**config.mk**
```make
export PLATFORM = sky130hd
export DESIGN_NAME = buart_core
export DESIGN_NICKNAME = d
export VERILOG_FILES = /design/src/rtl/buart_pkg.sv /design/src/rtl/buart_baudgen.sv /design/src/rtl/buart_core.sv
export SDC_FILE = /design/constraint.sdc
export NUM_CORES = 1
export LEC_CHECK = 0
export ABC_AREA = 1
export CORE_MARGIN = 10
export CORE_UTILIZATION = 50
export CTS_BUF_LIST = sky130_fd_sc_hd__clkbuf_4 sky130_fd_sc_hd__clkbuf_8
export DETAILED_ROUTE_END_ITERATION = 10
export PLACE_DENSITY = 0.66
export SKIP_CTS_REPAIR_TIMING = 1
export SYNTH_ARGS = -nofsm -noshare
export SYNTH_HDL_FRONTEND = slang
export SYNTH_SLANG_ARGS = --single-unit
```
**constraint.sdc**
```tcl
create_clock -name clk -period 4.5 [get_ports clk]
set_clock_uncertainty 0.1 [all_clocks]
set_input_delay 0.9 -clock clk [delete_from_list [all_inputs] [get_ports clk]]
set_output_delay 0.9 -clock clk [all_outputs]
set_load 0.02 [all_outputs]
```
**src/rtl/buart_pkg.sv**
```systemverilog
// buart_pkg: shared constants and types for the buart serial port.
//   FRAME_BITS / DATA_BITS : 8N1 frame geometry
//   START_BIT / STOP_BIT   : line levels of the framing bits
//   ACC_W                  : width of the signed tick accumulator
//   rx_state_t             : receiver FSM states
package buart_pkg;
    localparam int   FRAME_BITS = 10;
    localparam int   DATA_BITS  = 8;
    localparam logic START_BIT  = 1'b0;
    localparam logic STOP_BIT   = 1'b1;

    // Holds rate - CLKFREQ down to -(2^31) and sums up to 2*(2^31) without overflow.
    localparam int   ACC_W      = 34;

    typedef enum logic [1:0] {IDLE, START, DATA, STOP} rx_state_t;
endpackage

```
**src/rtl/buart_baudgen.sv**
```systemverilog
// buart_baudgen: fractional tick generator. Emits a one-cycle ser_clk pulse at
// a mean rate of `baud` ticks per second, with +-1 cycle jitter.
// Ports:
//   clk      in   clock
//   resetq   in   synchronous active-low reset (loads as restart)
//   baud[31:0] in tick rate in Hz, sampled every cycle
//   restart  in   realign: first tick comes one full period later
//   ser_clk  out  tick pulse
module buart_baudgen
    import buart_pkg::*;
#(
    parameter int CLKFREQ = 100_000_000
) (
    input  logic        clk,
    input  logic        resetq,
    input  logic [31:0] baud,
    input  logic        restart,
    output logic        ser_clk
);
    localparam logic signed [ACC_W-1:0] FREQ = ACC_W'(CLKFREQ);

    logic signed [ACC_W-1:0] acc;
    logic signed [ACC_W-1:0] rate;

    assign rate    = $signed({{(ACC_W-32){1'b0}}, baud});
    assign ser_clk = ~acc[ACC_W-1];

    always_ff @(posedge clk) begin
        if (!resetq || restart)
            acc <= rate - FREQ;
        else if (ser_clk)
            acc <= acc + rate - FREQ;
        else
            acc <= acc + rate;
    end
endmodule

```
**src/rtl/buart_core.sv**
```systemverilog
// buart_core: 8N1 UART (one receiver, one transmitter) with runtime baud rate.
// Ports:
//   clk, resetq       clock, synchronous active-low reset
//   baud[31:0]        bit rate in bit/s (0 < 2*baud < CLKFREQ)
//   rx                serial input (asynchronous, idle high)
//   rd                acknowledge received byte (clears valid)
//   wr, tx_data[7:0]  start transmitting tx_data when not busy
//   tx                serial output (idle high)
//   valid             unread byte in rx_data
//   busy              transmitter sending a frame
//   rx_data[7:0]      last received byte
// Build option: BUART_FRAMING_CHECK_EN discards bytes whose stop bit reads 0.
module buart_core
    import buart_pkg::*;
#(
    parameter int CLKFREQ = 100_000_000
) (
    input  logic        clk,
    input  logic        resetq,
    input  logic [31:0] baud,
    input  logic        rx,
    input  logic        rd,
    input  logic        wr,
    input  logic [7:0]  tx_data,
    output logic        tx,
    output logic        valid,
    output logic        busy,
    output logic [7:0]  rx_data
);
    // ---------------- receiver ----------------
    logic       rx_m, rx_s, rx_q;   // two sync flops plus one for edge detect
    rx_state_t  rx_state;
    logic       rx_tick, rx_restart, rx_half;
    logic [2:0] rx_cnt;
    logic [7:0] rx_shift;

    always_ff @(posedge clk) begin
        if (!resetq) {rx_m, rx_s, rx_q} <= 3'b111;
        else         {rx_m, rx_s, rx_q} <= {rx, rx_m, rx_s};
    end

    // A falling edge in IDLE realigns the half-bit ticks to the start edge.
    // Requiring an edge (not a low level) also keeps the receiver disarmed
    // after a bad stop bit until the line has returned high.
    assign rx_restart = (rx_state == IDLE) && rx_q && !rx_s;

    buart_baudgen #(.CLKFREQ(CLKFREQ)) u_rx_gen (
        .clk     (clk),
        .resetq  (resetq),
        .baud    ({baud[30:0], 1'b0}),
        .restart (rx_restart),
        .ser_clk (rx_tick)
    );

    always_ff @(posedge clk) begin
        if (!resetq) begin
            rx_state <= IDLE;
            rx_half  <= 1'b0;
            rx_cnt   <= '0;
            rx_shift <= '0;
            rx_data  <= '0;
            valid    <= 1'b0;
        end else begin
            // A byte load later in this block overrides the rd clear.
            if (rd) valid <= 1'b0;
            case (rx_state)
                IDLE: if (rx_restart) rx_state <= START;
                START: if (rx_tick) begin
                    if (rx_s != START_BIT) begin
                        rx_state <= IDLE;
                    end else begin
                        rx_state <= DATA;
                        rx_half  <= 1'b0;
                        rx_cnt   <= '0;
                    end
                end
                // Ticks alternate bit edge / bit centre; sample on the centre.
                DATA: if (rx_tick) begin
                    rx_half <= ~rx_half;
                    if (rx_half) begin
                        rx_shift <= {rx_s, rx_shift[7:1]};
                        rx_cnt   <= rx_cnt + 3'd1;
                        if (rx_cnt == 3'(DATA_BITS-1)) rx_state <= STOP;
                    end
                end
                STOP: if (rx_tick) begin
                    rx_half <= ~rx_half;
                    if (rx_half) begin
                        rx_state <= IDLE;
`ifdef BUART_FRAMING_CHECK_EN
                        if (rx_s == STOP_BIT) begin
                            rx_data <= rx_shift;
                            valid   <= 1'b1;
                        end
`else
                        rx_data <= rx_shift;
                        valid   <= 1'b1;
`endif
                    end
                end
                default: rx_state <= IDLE;
            endcase
        end
    end

    // ---------------- transmitter ----------------
    logic       tx_tick, tx_start;
    logic [9:0] tx_shift;   // tx is bit 0 of the shifter
    logic [3:0] tx_cnt;     // bits already completed

    assign tx_start = wr && !busy;
    assign tx       = tx_shift[0];

    buart_baudgen #(.CLKFREQ(CLKFREQ)) u_tx_gen (
        .clk     (clk),
        .resetq  (resetq),
        .baud    (baud),
        .restart (tx_start),
        .ser_clk (tx_tick)
    );

    always_ff @(posedge clk) begin
        if (!resetq) begin
            tx_shift <= '1;
            tx_cnt   <= '0;
            busy     <= 1'b0;
        end else if (tx_start) begin
            tx_shift <= {STOP_BIT, tx_data, START_BIT};
            tx_cnt   <= '0;
            busy     <= 1'b1;
        end else if (busy && tx_tick) begin
            // Last tick ends the stop bit; the line is already high.
            if (tx_cnt == 4'(FRAME_BITS-1)) begin
                busy <= 1'b0;
            end else begin
                tx_shift <= {1'b1, tx_shift[9:1]};
                tx_cnt   <= tx_cnt + 4'd1;
            end
        end
    end
endmodule

```
Word level (Yosys, flattened, before mapping)
Index checks and enable logic that the tools add are counted.

cells by class
  add/subtract/negate cells = 8
  equality and inequality tests = 15
  mux-type cells = 32
  bitwise operators = 5
  reductions and logical operators = 24

operator list
  operator                number
  $mux 34                 4
  $add 34x33->34          2
  $sub 34x28->34 const B  2
  $sub 32x27->33 const B  2
  $mux 9                  3
  $mux 2                  8
  $ne 2x2->1 const B      8
  $mux 3                  4
  $mux 1                  10
  $pmux 2 s4              1
  $reduce_bool 2->1       4
  $reduce_and 7->1        1
  $pmux 3 s2              1
  $reduce_and 2->1        3
  $reduce_and 3->1        2
  $not 1->1               5
  $reduce_and 5->1        1
  $add 4x1->4 const B     1
  $eq 2x2->1 const B      2
  $eq 4x4->1 const B      1
  $logic_and 1x1->1       4
  $ne 2x1->1 const B      2
  $reduce_and 4->1        1
  $reduce_or 2->1         2
  other kinds (7)         10

word-level totals
  flip-flop bits (word level) = 108
  input bits = 45
  output and inout bits = 11
  logic and storage cells = 98

Longest topological paths before layout
Gate-level depths: netlist (run 1).

  word-level depth = 5
  gate-level depth with buffers = 22

Modules after synthesis
A second synthesis (run 1) with hierarchy kept.

unflattened totals
  cells, all modules = 2,019
  area, all modules = 11,429.7 µm²

modules (own cells, without submodules)
  module                     instances  cells an instance  area an instance (µm²)  seq. area each (µm²)
  buart_baudgen at u_tx_gen  1          911                4,964.8                 680.7
  buart_baudgen at u_rx_gen  1          876                4,784.6                 680.7
  buart_core                 1          232                1,680.4                 800.8

Least setup slack after synthesis (run 1)
OpenSTA, ideal clock, no wires.

  path type = input -> register
  from = input port baud[0]
  to = register u_rx_gen.acc[22]
  data arrival time = 2.980 ns
  slack = 1.301 ns
  cell stages on the path = 18
  buffers on the path = 0
  cell sequence = ha_1 > fa_1 > nand3_1 > nand3_1 > nand2_1 > nand2_1 > xnor2_1 > ha_1 > inv_1 > nor2_1 > nor2_1 > nand2_1 > nand2_2 > nand2_2 > nor2_2 > nand2_1 > nand3_1 > o21ai_1

on the way
  word-level cells in the longest chain between the ends = 4
  elaborated cells between the ends (all ways) = 5

RTL lines
  what                    line                                      text
  start: declaration      buart_core.sv:20                          input logic [31:0] baud,
  $add 34x33->34          buart_baudgen.sv:32, buart_baudgen.sv:34
  $sub 34x28->34          buart_baudgen.sv:32                       acc <= acc + rate - FREQ;
  $mux 34                 buart_baudgen.sv:31                       else if (ser_clk)
  $mux 34 (*)             buart_baudgen.sv:29                       if (!resetq || restart)
  end signal: assignment  buart_baudgen.sv:30                       acc <= rate - FREQ;
  end signal: assignment  buart_baudgen.sv:32
  end signal: assignment  buart_baudgen.sv:34                       acc <= acc + rate;
  end: declaration        buart_baudgen.sv:22                       logic signed [ACC_W-1:0] acc;

Mark *: on every way between the ends. The rest lies on a longest branch, timed or not.
A chain may end at the register's enable or synchronous reset.

Worst setup path in the final report (run 1)
  from = input port baud[0]
  to = register u_tx_gen.acc[26]

on the way
  word-level cells in the longest chain between the ends = 4
  elaborated cells between the ends (all ways) = 5

RTL lines
  what                    line
  $add 34x33->34          buart_baudgen.sv:32, buart_baudgen.sv:34
  $sub 34x28->34          buart_baudgen.sv:32
  $mux 34                 buart_baudgen.sv:31
  $mux 34 (*)             buart_baudgen.sv:29
  end signal: assignment  buart_baudgen.sv:30
  end signal: assignment  buart_baudgen.sv:32
  end signal: assignment  buart_baudgen.sv:34
  end: declaration        buart_baudgen.sv:22

Marks and branches as above.

==> results.txt, run 1 <==
Derived from the worst setup path, the maximum achievable clock frequency is 263 MHz. In the final timing run, aggregate negative setup slack is 0 ns. The H-tree level count is 3. In this run the tool buffered the top-level ports with 55 buffer cells. The total overflow left after global routing is 0. The total area inside the core boundary comes to 21200 um^2. Clock latency on the worst-skew pair, taken at its later pin, is 0.40 ns. The number of vias in the routed layout came out at 11600. Counting the fill cells in the layout gives 2254. Measured along the x axis, the die boundary spans 167 um.

The die covers 27900 um^2. The post-synthesis cell area came out at 10800 um^2. Clock tree synthesis found a total of 107 sinks. The count of nets left with antenna violations once routing finished came out at 0. The flow ran to the end, and the final reports show no timing, DRC or antenna violations.

The worst setup path is launched from an input port. The total inserted antenna cells came out at 0. The floorplan die height came out at 167 um. The register area share after synthesis came out at 0.198. The setup violation total in the final timing report is 0. Across the run, the number of max-cap violations was 0.

The kind of end point of the critical path is a flip-flop. The max-slew violation total from the final report came out at 0. The post-synthesis net count came out at 1997. The library cell used most frequently in the layout, excluding fill and tap cells, is sky130_fd_sc_hd__nand2_1. For this run, the number of Yosys warnings is 0. The headroom to the max-slew limit is 0.296.

The clock transition at the register clock pins on the worst setup and hold paths after CTS is 0.12 ns. The number of nets in the finished design is 2053. The largest driver fanout on the critical path is 4. TritonCTS built the clock tree.

The initial core utilization came out at 0.510. The slew at the pin closest to its max-slew limit came out at 1.06 ns. The finished layout holds 2213 standard cells, fillers aside. The layout cell share with drive strength beyond 1 came out at 0.0681. The boundary pin count is 56. The first-pass GRT wire length came out at 53800 um. The synthesized instance count came out at 1878. The critical path is of the in -> reg type.

The kind of path behind the tightest hold check is reg -> reg. The time the final worst path needs with I/O delays and setup is 3.80 ns. The area growth from synthesis to layout is 10.1%.

The count of TritonRoute iterations in the first routing pass is 7. The detail-routed via count per cell came out at 5.25. The average footprint of a synthesized cell is 5.75 um^2. Synthesis instantiated 48 different standard cells from the library. The maximum number of pins on one net before global-route repair is 42. The cell count of the worst hold path came out at 1. The initialized floorplan defines 53 standard-cell rows. Counting flops and latches in the post-synthesis netlist gives 107.

The largest buffer count on any clock path came out at 2. The number of global-route vias before repair came out at 10800. Dividing the final minimum period by the clock period gives 0.845. The DRC marker count from the first detailed-route iteration is 887. For the worst setup path, the data required time is 4.69 ns.

The number of buffers created by CTS is 9. The logic depth of the worst register-to-register path is 20. The routed design has 32500 um of wire. For this design the ratio of total power to cell area is 579 nW/um^2. The fraction of synthesis flops using an asynchronous set or reset pin is 0. The number of hold violations in the final report came out at 0. The total instance count after detailed placement came out at 2198.

The critical path data arrival time came out at 3.99 ns. The number of enable flip-flop cells after synthesis is 0. After detailed routing, the average wire length per cell comes to 14.7 um.

The initial antenna violation count came out at 0. The worst IR drop on VDD came out at 0.282 mV. The post-placement setup slack came out at 0.357 ns. The number of DRC violations after detailed routing is 0. The post-detailed-placement half-perimeter wirelength came out at 27200 um. The main flop type after synthesis is sky130_fd_sc_hd__dfxtp_1. The library cells used most frequently in the layout, excluding fill and tap cells, are sky130_fd_sc_hd__nand2_1 (600), sky130_fd_sc_hd__inv_1 (252), sky130_fd_sc_hd__nor2_1 (219).

In this run the static leakage power is 6.10 nW. The congestion estimate from routability-driven global placement came to 0.932. The worst-case setup margin in the final layout came out at 0.697 ns. Setup repair after global routing left no endpoint under its margin. The global-route usage over all layers is 0.230. The clock tree root buffer cell is sky130_fd_sc_hd__clkbuf_8.
cell usage after synthesis, types with 10 or more instances:
library cell | number | share of area
sky130_fd_sc_hd__nand2_2 | 34 | 0.020
sky130_fd_sc_hd__nand3_1 | 159 | 0.074
sky130_fd_sc_hd__clkbuf_1 | 13 | 0.0045
sky130_fd_sc_hd__a31oi_1 | 10 | 0.0058
sky130_fd_sc_hd__a21oi_1 | 80 | 0.037
sky130_fd_sc_hd__o21ai_0 | 93 | 0.043
sky130_fd_sc_hd__nand2_1 | 600 | 0.21
sky130_fd_sc_hd__nand3b_1 | 18 | 0.013
sky130_fd_sc_hd__nand4_1 | 21 | 0.012
sky130_fd_sc_hd__dfxtp_1 | 107 | 0.20
sky130_fd_sc_hd__inv_2 | 15 | 0.0052
sky130_fd_sc_hd__nor2_2 | 20 | 0.012
sky130_fd_sc_hd__xnor2_1 | 17 | 0.014
sky130_fd_sc_hd__xor2_1 | 20 | 0.016
sky130_fd_sc_hd__nor3_1 | 23 | 0.011
sky130_fd_sc_hd__inv_1 | 252 | 0.088
sky130_fd_sc_hd__o21ai_1 | 17 | 0.0079
sky130_fd_sc_hd__nor2_1 | 220 | 0.077
sky130_fd_sc_hd__ha_1 | 72 | 0.083
critical path: stages:
cell	delay (ns)
sky130_fd_sc_hd__clkdlybuf4s50_1	0.47
sky130_fd_sc_hd__ha_1	0.30
sky130_fd_sc_hd__fa_1	0.45
sky130_fd_sc_hd__nand2_1	0.12
sky130_fd_sc_hd__nand2_1	0.10
sky130_fd_sc_hd__nand3_1	0.09
sky130_fd_sc_hd__nand2_1	0.10
sky130_fd_sc_hd__nand2_1	0.11
sky130_fd_sc_hd__nand2_1	0.11
sky130_fd_sc_hd__nand2_1	0.07
sky130_fd_sc_hd__nand2_1	0.11
sky130_fd_sc_hd__inv_1	0.09
sky130_fd_sc_hd__nand3_1	0.11
sky130_fd_sc_hd__nor2_1	0.15
sky130_fd_sc_hd__nand3_1	0.11
sky130_fd_sc_hd__o21ai_1	0.23
sky130_fd_sc_hd__nand2_1	0.13
sky130_fd_sc_hd__nand2_1	0.09
sky130_fd_sc_hd__nand2_1	0.05
sky130_fd_sc_hd__nand3_1	0.06
sky130_fd_sc_hd__nand2_1	0.05
power breakdown:
| part | internal, W | switching [W] | leakage (nW) |
|---|---|---|---|
| Combinational | 0.00163 | 0.00331 | 5.11 |
| Sequential | 0.00119 | 0.000110 | 0.890 |
| Clock | 0.000273 | 0.000363 | 0.0992 |
metal layers:
layer	global-route usage	wire (um)	up-vias
met4	0.0374	325	0
met2	0.359	14000	291
met5	0	0	-
met3	0.0311	1710	26
met1	0.330	16500	5198
li1	-	-	6103
per-stage QoR:
step,area (um^2),utilization,hold slack [ns],total power (W)
after detailed placement,11700,0.552,0.304,0.00616
final,11900,0.562,0.328,0.00688
after global routing,11900,0.562,0.342,0.00762
after global placement,11700,0.552,0.298,0.00613
after floorplan,10800,-,0.293,0.00508
after CTS,11900,0.562,0.332,0.00681
state kept, by name, summed over array words and instances (netlist names), named ones only:
name	cells
rx_half	1
rx_s	1
busy	1
tx_shift	9
valid	1
rx_shift	8
tx_cnt	4
u_tx_gen.acc	34
rx_q	1
rx_m	1
rx_data	8
rx_state	1
u_rx_gen.acc	33
rx_cnt	3
final timing paths:
check	slack (ns)	from	end
hold reg to reg	0.33	rx_m	rx_s
setup reg to reg	1.43	u_tx_gen.acc[0]	u_tx_gen.acc[26]
setup / recovery	0.70	baud[0]	u_tx_gen.acc[26]
hold / removal	0.33	rx_m	rx_s
cells by family (layout without fill, tap and decap cells):
family,count (synthesis),count (layout),synth area share
xor gates and xnor gates,40,40,0.0366
DFF,107,107,0.198
buffers and inverters,296,356,0.104
AOI/OAI and AO/OA,232,232,0.117
and+or+nand+nor,1129,1129,0.456
adders and majority gates,74,74,0.0872
final cells by class:
type	count	area [um^2]	share of cell area
Multi-Input combinational cell	1475	7530	0.633
Sequential cell	107	2140	0.180
Inverter	273	1020	0.0862
Timing Repair Buffer	68	648	0.0545
Tap cell	275	344	0.0290
Clock buffer	10	138	0.0116
Clock inverter	5	60.1	0.00505
No activity file was read; power rests on OpenSTA's default activity.
==> run 2: changes to the inputs <==
--- a/config.mk
+++ b/config.mk
@@ -10,7 +10,7 @@
 export CORE_UTILIZATION = 50
 export CTS_BUF_LIST = sky130_fd_sc_hd__clkbuf_4 sky130_fd_sc_hd__clkbuf_8
 export DETAILED_ROUTE_END_ITERATION = 10
-export PLACE_DENSITY = 0.66
+export PLACE_DENSITY = 0.69
 export SKIP_CTS_REPAIR_TIMING = 1
 export SYNTH_ARGS = -nofsm -noshare
 export SYNTH_HDL_FRONTEND = slang
==> constraint.sdc (replaced) <==
create_clock -name clk -period 3.06 [get_ports clk]
set_clock_uncertainty 0.1 [all_clocks]
set_input_delay 0.612 -clock clk [delete_from_list [all_inputs] [get_ports clk]]
set_output_delay 0.612 -clock clk [all_outputs]
set_load 0.02 [all_outputs]
==> run 2 against run 1 <==
  * Routed wire length grew 7.7%
  * Final cell count grew 13%
  * Die area is the same
  * Highest routed layer unchanged
==> results.txt, run 2 (synthesized netlist as in run 1, its figures left out) <==
The longest individual stage delay on the worst path came out at 0.40 ns (was 0.47 ns). The initial antenna violation count came out at 1 (was 0). The worst-case setup margin in the final layout came out at 0.134 ns (was 0.697 ns).

The maximum number of pins on one net before global-route repair came to 37 (was 42). The critical path data arrival time came out at 3.12 ns (was 3.99 ns). The floorplan die height came to 167 um (unchanged). The share of the cycle needed by the critical path after routing is 0.956. The leakage power total is 7.68 nW (was 6.10 nW). RSZ-0062 raised after global routing: yes (was no).

The H-tree level count was 3 (unchanged). The post-detailed-placement half-perimeter wirelength is 28800 um (was 27200 um). The area growth from synthesis to final layout was 36.0% (was 10.1%). The required time at the endpoint of the critical path came out at 3.26 ns (was 4.69 ns). The initial core utilization is 0.510 (unchanged). The later-pin clock latency in the skew report was 0.40 ns (about the same). The clock transition at the register clock pins on the worst setup and hold paths after CTS came out at 0.12 ns (about the same). The critical path launch point type was an input port (unchanged).

The first-pass GRT wire length came to 57000 um (was 53800 um). The quantity of I/O buffers inserted on ports came out at 55 (unchanged). Largest registers ranked by flip-flop count: u_tx_gen.acc x34, u_rx_gen.acc x33, tx_shift x9 (unchanged). The TritonCTS clock tree was built (unchanged). The power per unit of standard cell area came to 886 nW/um^2 (was 579 nW/um^2). The critical path class is in -> reg (unchanged). The leading cell type in the layout, fill and taps excluded is sky130_fd_sc_hd__nand2_1 (unchanged). The slew at the pin closest to its max-slew limit is 0.532 ns (was 1.06 ns).

The worst IR drop on VDD is 0.361 mV (was 0.282 mV). The library cell appearing most often on the critical path is sky130_fd_sc_hd__nand2_1 (unchanged). The number of DRC violations after detailed routing came out at 0 (unchanged). The count of maximum capacitance violations is 0 (unchanged).

The post-placement setup slack is -0.598 ns (was 0.357 ns). The DRC marker count from the first detailed-route iteration came out at 928 (was 887). The number of hold violations in the final report is 0 (unchanged).

The global-route usage over all layers is 0.241 (was 0.230). The mean routed wirelength per cell is 14.0 um (was 14.7 um). The number of vias in the routed layout is 12900 (was 11600). Run status: finished clean (unchanged).

The max-slew violation total from the final report is 0 (unchanged). List of cells traversed by the critical path: dlymetal6s2s_1 -> ha_2 -> fa_1 -> nand3_1 -> nand3_1 -> nand2_1 -> nand2_1 -> xnor2_2 -> buf_4 -> nand2_1 -> nor2_1 -> nor2_2 -> nand2_1 -> nand2_4 -> nand3_1 -> nand2_1 -> nand3_1 -> nand3_1 -> nand2_1 (was clkdlybuf4s50_1 -> ha_1 -> fa_1 -> nand2_1 -> nand2_1 -> nand3_1 -> nand2_1 -> nand2_1 -> nand2_1 -> nand2_1 -> nand2_1 -> inv_1 -> nand3_1 -> nor2_1 -> nand3_1 -> o21ai_1 -> nand2_1 -> nand2_1 -> nand2_1 -> nand3_1 -> nand2_1). The register name with the most flops is u_tx_gen.acc (unchanged). The headroom to the max-slew limit is 0.645 (was 0.296).

For this run, the top clock speed supported by timing is 342 MHz. Top library cells by usage in the layout, fill and taps aside: sky130_fd_sc_hd__nand2_1 (592), sky130_fd_sc_hd__buf_4 (304), sky130_fd_sc_hd__inv_1 (252) (was sky130_fd_sc_hd__nand2_1 (600), sky130_fd_sc_hd__inv_1 (252), sky130_fd_sc_hd__nor2_1 (219)). The detail-routed via count per cell was 5.13 (was 5.25). The slowest cell on the critical path is sky130_fd_sc_hd__fa_1 (was sky130_fd_sc_hd__clkdlybuf4s50_1). The kind of end point of the critical path is a flip-flop (unchanged).

The time the final worst path needs with I/O delays and setup is 2.93 ns. The global placer's final weighted congestion came to 0.947 (was 0.932). The number of buffers created by CTS is 9 (unchanged). The setup violation total in the final timing report is 0 (unchanged). The switching power share of the total is 0.484 (was 0.551). The power dissipated by switching net loads came out at 0.00630 W (was 0.00379 W). The kind of path behind the tightest hold check was reg -> reg (unchanged).

The flip-flop count of the largest register after layout is 34 (unchanged). The standard cell core area is 21200 um^2 (unchanged). The boundary pin count came out at 56 (unchanged).

The cell row count came out at 53 (unchanged). The largest driver fanout on the critical path was 5 (was 4). The internal portion of total power came to 0.00671 W (was 0.00309 W). The final wirelength is 35000 um (was 32500 um). The largest buffer count on any clock path is 2 (unchanged). The count of TritonRoute iterations in the first routing pass is 5 (was 7). The overall power came out at 0.0130 W (was 0.00688 W). The layout cell share with drive strength beyond 1 is 0.234 (was 0.0681). The sink count of the clock tree came out at 107 (unchanged). The part of the power in registers was 0.154 (was 0.188).

The area of the die was 27900 um^2 (unchanged). The hold slack is 0.330 ns (was 0.328 ns). The clock tree root buffer cell was sky130_fd_sc_hd__clkbuf_8 (unchanged). The number of nets in the finished design came to 2345 (was 2053). The width of the die came to 167 um (unchanged).

The proportion of power drawn by the clock network was 0.067 (was 0.092). The leftover overflow at the end of global routing is 0 (unchanged). The combinational power share is 0.779 (was 0.719). The number of global-route vias before repair is 12100 (was 10800).

The final antenna-violating net count came out at 0 (unchanged).
[run 2: cell count changes in the layout (fill, tap and decap cells not counted), moves of 14 or more]
cell | before | now
sky130_fd_sc_hd__buf_4 | 13 | 304
sky130_fd_sc_hd__ha_1 | 72 | 24
sky130_fd_sc_hd__ha_4 | 0 | 34
sky130_fd_sc_hd__clkdlybuf4s50_1 | 55 | 25
sky130_fd_sc_hd__dlymetal6s2s_1 | 0 | 20
sky130_fd_sc_hd__ha_2 | 0 | 14
[run 2: power by group through the flow]
stage | sequential, W | combinational, W | clock [W]
floorplan | 0.00186 | 0.00561 | 0
global placement | 0.00193 | 0.00926 | 0
detailed placement | 0.00195 | 0.00940 | 0
CTS | 0.00191 | 0.00946 | 0.000886
global route | 0.00202 | 0.0113 | 0.000943
finish | 0.00200 | 0.0101 | 0.000872
[run 2: final cells by class]
class	instances	area, um^2
flip-flops and latches	107	2140
well taps	275	344
clock buffers	10	131
inverters	273	1020
multi-input cells	1475	8130
fillers	1883	6470
diodes	1	2.50
repair buffers	360	2850
clock inverters	6	56.3
[run 2: final timing paths]
path / from / end / slack, ns / cells after the start
worst max-delay path: baud[0] / u_rx_gen.acc[33] / 0.13 / 19
worst min-delay path: rx_m / rx_s / 0.33 / 1
worst max register to register: u_rx_gen.acc[1] / u_rx_gen.acc[33] / 0.23 / 18
worst min register to register: rx_m / rx_s / 0.33 / 1
[run 2: layer usage]
| layer | vias to the layer above | routed length, um | track usage | share of wire |
|---|---|---|---|---|
| li1 | 6688 | - | - | - |
| met1 | 5838 | 16700 | 0.334 | 0.48 |
| met2 | 306 | 15900 | 0.390 | 0.45 |
| met3 | 27 | 1990 | 0.0275 | 0.057 |
| met4 | 0 | 482 | 0.0557 | 0.014 |
| met5 | - | 0 | 0 | 0 |
[run 2: worst max-delay path, delay by kind of cell]
kind	cells	cell delay, ns
buffers and inverters	2	0.30
adder cells (fa/ha/maj)	2	0.61
AND/OR/NAND/NOR	14	1.39
XOR/XNOR	1	0.19
[run 2: stage by stage]
| step | setup TNS (ns) | cells | utilization | instance area (um^2) |
|---|---|---|---|---|
| after floorplan | 0 | 1878 | - | 10800 |
| after detailed placement | -21.00 | 2488 | 0.656 | 13900 |
| after global routing | -0.177 | 2507 | 0.694 | 14700 |
| after global placement | -18.91 | 2488 | 0.656 | 13900 |
| final | 0 | 2507 | 0.694 | 14700 |
| after CTS | -3.14 | 2504 | 0.665 | 14100 |
==> run 3: changes to the inputs <==
--- a/config.mk
+++ b/config.mk
@@ -10,6 +10,7 @@
 export CORE_UTILIZATION = 50
 export CTS_BUF_LIST = sky130_fd_sc_hd__clkbuf_4 sky130_fd_sc_hd__clkbuf_8
 export DETAILED_ROUTE_END_ITERATION = 10
+export GPL_TIMING_DRIVEN = 0
 export PLACE_DENSITY = 0.69
 export SKIP_CTS_REPAIR_TIMING = 1
 export SYNTH_ARGS = -nofsm -noshare
==> constraint.sdc (replaced) <==
create_clock -name clk -period 3.06 [get_ports clk]
set_clock_uncertainty 0.1 [all_clocks]
set_input_delay 0.612 -clock clk [delete_from_list [all_inputs] [get_ports clk]]
set_output_delay 0.612 -clock clk [all_outputs]
set_load 0.05 [all_outputs]
==> run 3 against run 2 <==
  * Count of clock-buffer cells in the layout unchanged
  * Register-to-register slack barely moved
  * Utilization is 11 points lower
  * Critical path depth increased by 2
  * Final cell count down 11%
  * First-iteration DRC count is 6.9% higher
  * Sequential cell count did not move
  * Global-route usage shrank 1.2 points
  * Critical path type unchanged
  * Power fell by 19%
  * Die area did not move
==> results.txt, run 3 (synthesized netlist as in run 1, its figures left out) <==
Run status: finished clean (unchanged). The longest individual stage delay on the worst path is 0.38 ns (was 0.40 ns). The worst IR drop on VDD is 0.430 mV (was 0.361 mV). The first-pass GRT wire length came out at 53300 um (was 57000 um). The count of maximum capacitance violations is 0 (unchanged).

The final wirelength came to 33400 um (was 35000 um). The maximum number of pins on one net before global-route repair came to 20 (was 37). List of cells traversed by the critical path: clkbuf_2 -> ha_4 -> fa_2 -> nand2_2 -> nand2_2 -> nand3_1 -> nand2_1 -> nand2_1 -> nand2_1 -> nand2_1 -> nand2_1 -> nor2_1 -> nand2_1 -> nor2_2 -> nand2_1 -> nand2_4 -> nand3b_4 -> nand2_1 -> nand2_1 -> nand3_1 -> nand2_1 (was dlymetal6s2s_1 -> ha_2 -> fa_1 -> nand3_1 -> nand3_1 -> nand2_1 -> nand2_1 -> xnor2_2 -> buf_4 -> nand2_1 -> nor2_1 -> nor2_2 -> nand2_1 -> nand2_4 -> nand3_1 -> nand2_1 -> nand3_1 -> nand3_1 -> nand2_1). The number of global-route vias before repair came to 10900 (was 12100). The headroom to the max-slew limit came out at 0.354 (was 0.645). The total inserted antenna cells is 0 (was 1). The time the final worst path needs with I/O delays and setup is 2.87 ns (was 2.93 ns). The detail-routed via count per cell came out at 5.32 (was 5.13). The later-pin clock latency in the skew report is 0.40 ns (about the same). The critical path class is in -> reg (unchanged). The final antenna-violating net count is 0 (unchanged). The total cell area at the placement stage is 11700 um^2 (was 13900 um^2). The worst-case setup margin in the final layout is 0.193 ns (was 0.134 ns).

The max-slew violation total from the final report is 0 (unchanged). The power per unit of standard cell area is 857 nW/um^2 (was 886 nW/um^2). The switching power share of the total was 0.549 (was 0.484). The multi-input combinational cell area came out at 8040 um^2 (was 8130 um^2). The number of nets in the finished design is 2065 (was 2345).

The cell area after layout came to 12300 um^2 (was 14700 um^2). The area of the die came out at 27900 um^2 (unchanged). The width of the die came to 167 um (unchanged).

The proportion of power drawn by the clock network is 0.085 (was 0.067). The timing-limited maximum frequency is 349 MHz (was 342 MHz). The post-detailed-placement half-perimeter wirelength came out at 27400 um (was 28800 um). The final core area utilization is 0.583 (was 0.694). The DRC marker count from the first detailed-route iteration is 992 (was 928). The post-placement setup slack was -0.893 ns (was -0.598 ns). The share of the cycle needed by the critical path after routing is 0.937 (was 0.956).

The cell row count is 53 (unchanged). The TritonCTS clock tree was built (unchanged). The library cell appearing most often on the critical path is sky130_fd_sc_hd__nand2_1 (unchanged). The initial antenna violation count is 0 (was 1). The hold slack came out at 0.325 ns (was 0.330 ns).

The number of hold violations in the final report came out at 0 (unchanged). The area growth from synthesis to final layout was 14.3% (was 36.0%). The combinational power share is 0.731 (was 0.779). The initial core utilization came to 0.510 (unchanged). The register name with the most flops is u_tx_gen.acc (unchanged). The number of buffers and inverters on the critical path came out at 1 (was 2).

The mean routed wirelength per cell came out at 15.0 um (was 14.0 um). The leading cell type in the layout, fill and taps excluded is sky130_fd_sc_hd__nand2_1 (unchanged). The critical path launch point type is an input port (unchanged). The power dissipated by switching net loads is 0.00580 W (was 0.00630 W).

The number of DRC violations after detailed routing came to 0 (unchanged). The layout cell share with drive strength beyond 1 came to 0.115 (was 0.234). The H-tree level count is 3 (unchanged).

The largest driver fanout on the critical path came out at 6 (was 5). The setup violation total in the final timing report came out at 0 (unchanged). The required time at the endpoint of the critical path came to 3.26 ns (about the same). The leftover overflow at the end of global routing is 0 (unchanged). The leakage power total was 6.19 nW (was 7.68 nW).

The clock transition at the register clock pins on the worst setup and hold paths after CTS is 0.12 ns (about the same). The sink count of the clock tree is 107 (unchanged). The number of fillers in the final layout is 2174 (was 1883). The quantity of I/O buffers inserted on ports came out at 55 (unchanged). RSZ-0062 raised after global routing: no (was yes). The category of cells accounting for the largest share of critical-path delay is simple AND/OR/NAND/NOR gates (unchanged). The part of the power in registers came to 0.183 (was 0.154). The kind of path behind the tightest hold check was reg -> reg (unchanged). Largest registers ranked by flip-flop count: u_tx_gen.acc x34, u_rx_gen.acc x33, tx_shift x9 (unchanged). The area of all sequential standard cells came to 2140 um^2 (unchanged). The number of vias in the routed layout is 11800 (was 12900). The largest buffer count on any clock path is 2 (unchanged).

The flip-flop count of the largest register after layout is 34 (unchanged). The count of TritonRoute iterations in the first routing pass came out at 5 (unchanged). The global-route usage over all layers came out at 0.229 (was 0.241).

The floorplan die height came out at 167 um (unchanged). The global placer's final weighted congestion is 0.960 (was 0.947). The kind of end point of the critical path is a flip-flop (unchanged).

The boundary pin count is 56 (unchanged). The slowest cell on the critical path is sky130_fd_sc_hd__fa_2 (was sky130_fd_sc_hd__fa_1). The internal portion of total power came out at 0.00477 W (was 0.00671 W).

The clock tree root buffer cell is sky130_fd_sc_hd__clkbuf_8 (unchanged). Top library cells by usage in the layout, fill and taps aside: sky130_fd_sc_hd__nand2_1 (593), sky130_fd_sc_hd__inv_1 (251), sky130_fd_sc_hd__nor2_1 (213) (was sky130_fd_sc_hd__nand2_1 (592), sky130_fd_sc_hd__buf_4 (304), sky130_fd_sc_hd__inv_1 (252)). The number of buffers created by CTS is 9 (unchanged). The critical path data arrival time is 3.07 ns (was 3.12 ns). The standard cell core area was 21200 um^2 (unchanged). The slew at the pin closest to its max-slew limit was 0.961 ns (was 0.532 ns).
[run 3: worst reg2reg max path, cell delays in order (launching register included)]
cell	delay, ns
sky130_fd_sc_hd__dfxtp_1	0.34
sky130_fd_sc_hd__ha_4	0.18
sky130_fd_sc_hd__fa_2	0.38
sky130_fd_sc_hd__nand2_2	0.10
sky130_fd_sc_hd__nand2_2	0.09
sky130_fd_sc_hd__nand3_1	0.08
sky130_fd_sc_hd__nand2_1	0.09
sky130_fd_sc_hd__nand2_1	0.12
sky130_fd_sc_hd__nand2_1	0.12
sky130_fd_sc_hd__nand2_1	0.08
sky130_fd_sc_hd__nand2_1	0.11
sky130_fd_sc_hd__nor2_1	0.13
sky130_fd_sc_hd__nand2_1	0.07
sky130_fd_sc_hd__nor2_2	0.14
sky130_fd_sc_hd__nand2_1	0.12
sky130_fd_sc_hd__nand2_4	0.12
sky130_fd_sc_hd__nand3b_4	0.11
sky130_fd_sc_hd__nand2_1	0.07
sky130_fd_sc_hd__nand2_1	0.05
sky130_fd_sc_hd__nand3_1	0.07
sky130_fd_sc_hd__nand2_1	0.07
[run 3: through the flow]
step	cells	power, W	TNS [ns]
floorplan	1878	0.00747	0
finish	2226	0.0106	0
detailed placement	2208	0.00904	-32.63
global placement	2208	0.00894	-31.65
CTS	2224	0.00997	-12.45
global route	2226	0.0116	0
[run 3: final timing paths]
check,from,endpoint,slack [ns],cells after the start
min reg2reg,rx_m,rx_s,0.33,1
max,baud[0],u_tx_gen.acc[29],0.19,21
max reg2reg,u_tx_gen.acc[0],u_tx_gen.acc[29],0.23,20
min,rx_m,rx_s,0.33,1
[run 3: layout make-up]
type,count,area share
Inverter,273,0.0830
Timing Repair Buffer,57,0.0406
Clock inverter,6,0.00466
Multi-Input combinational cell,1475,0.651
Clock buffer,10,0.0106
Tap cell,275,0.0279
Sequential cell,107,0.174
Buffer,23,0.00811
[run 3: power groups by stage]
stage                     registers, W  logic, W  clock network, W
after global placement         0.00190   0.00704                 0
after global routing           0.00196   0.00869          0.000973
after floorplan                0.00187   0.00561                 0
after detailed placement       0.00190   0.00713                 0
after CTS                      0.00187   0.00717          0.000920
final                          0.00194   0.00773          0.000903
[run 3: per-layer routing]
metal	vias up	GRT usage	part of all wire
li1	6132	-	-
met5	-	0	0
met3	47	0.0228	0.053
met4	0	0.0519	0.020
met1	5362	0.315	0.48
met2	292	0.375	0.45
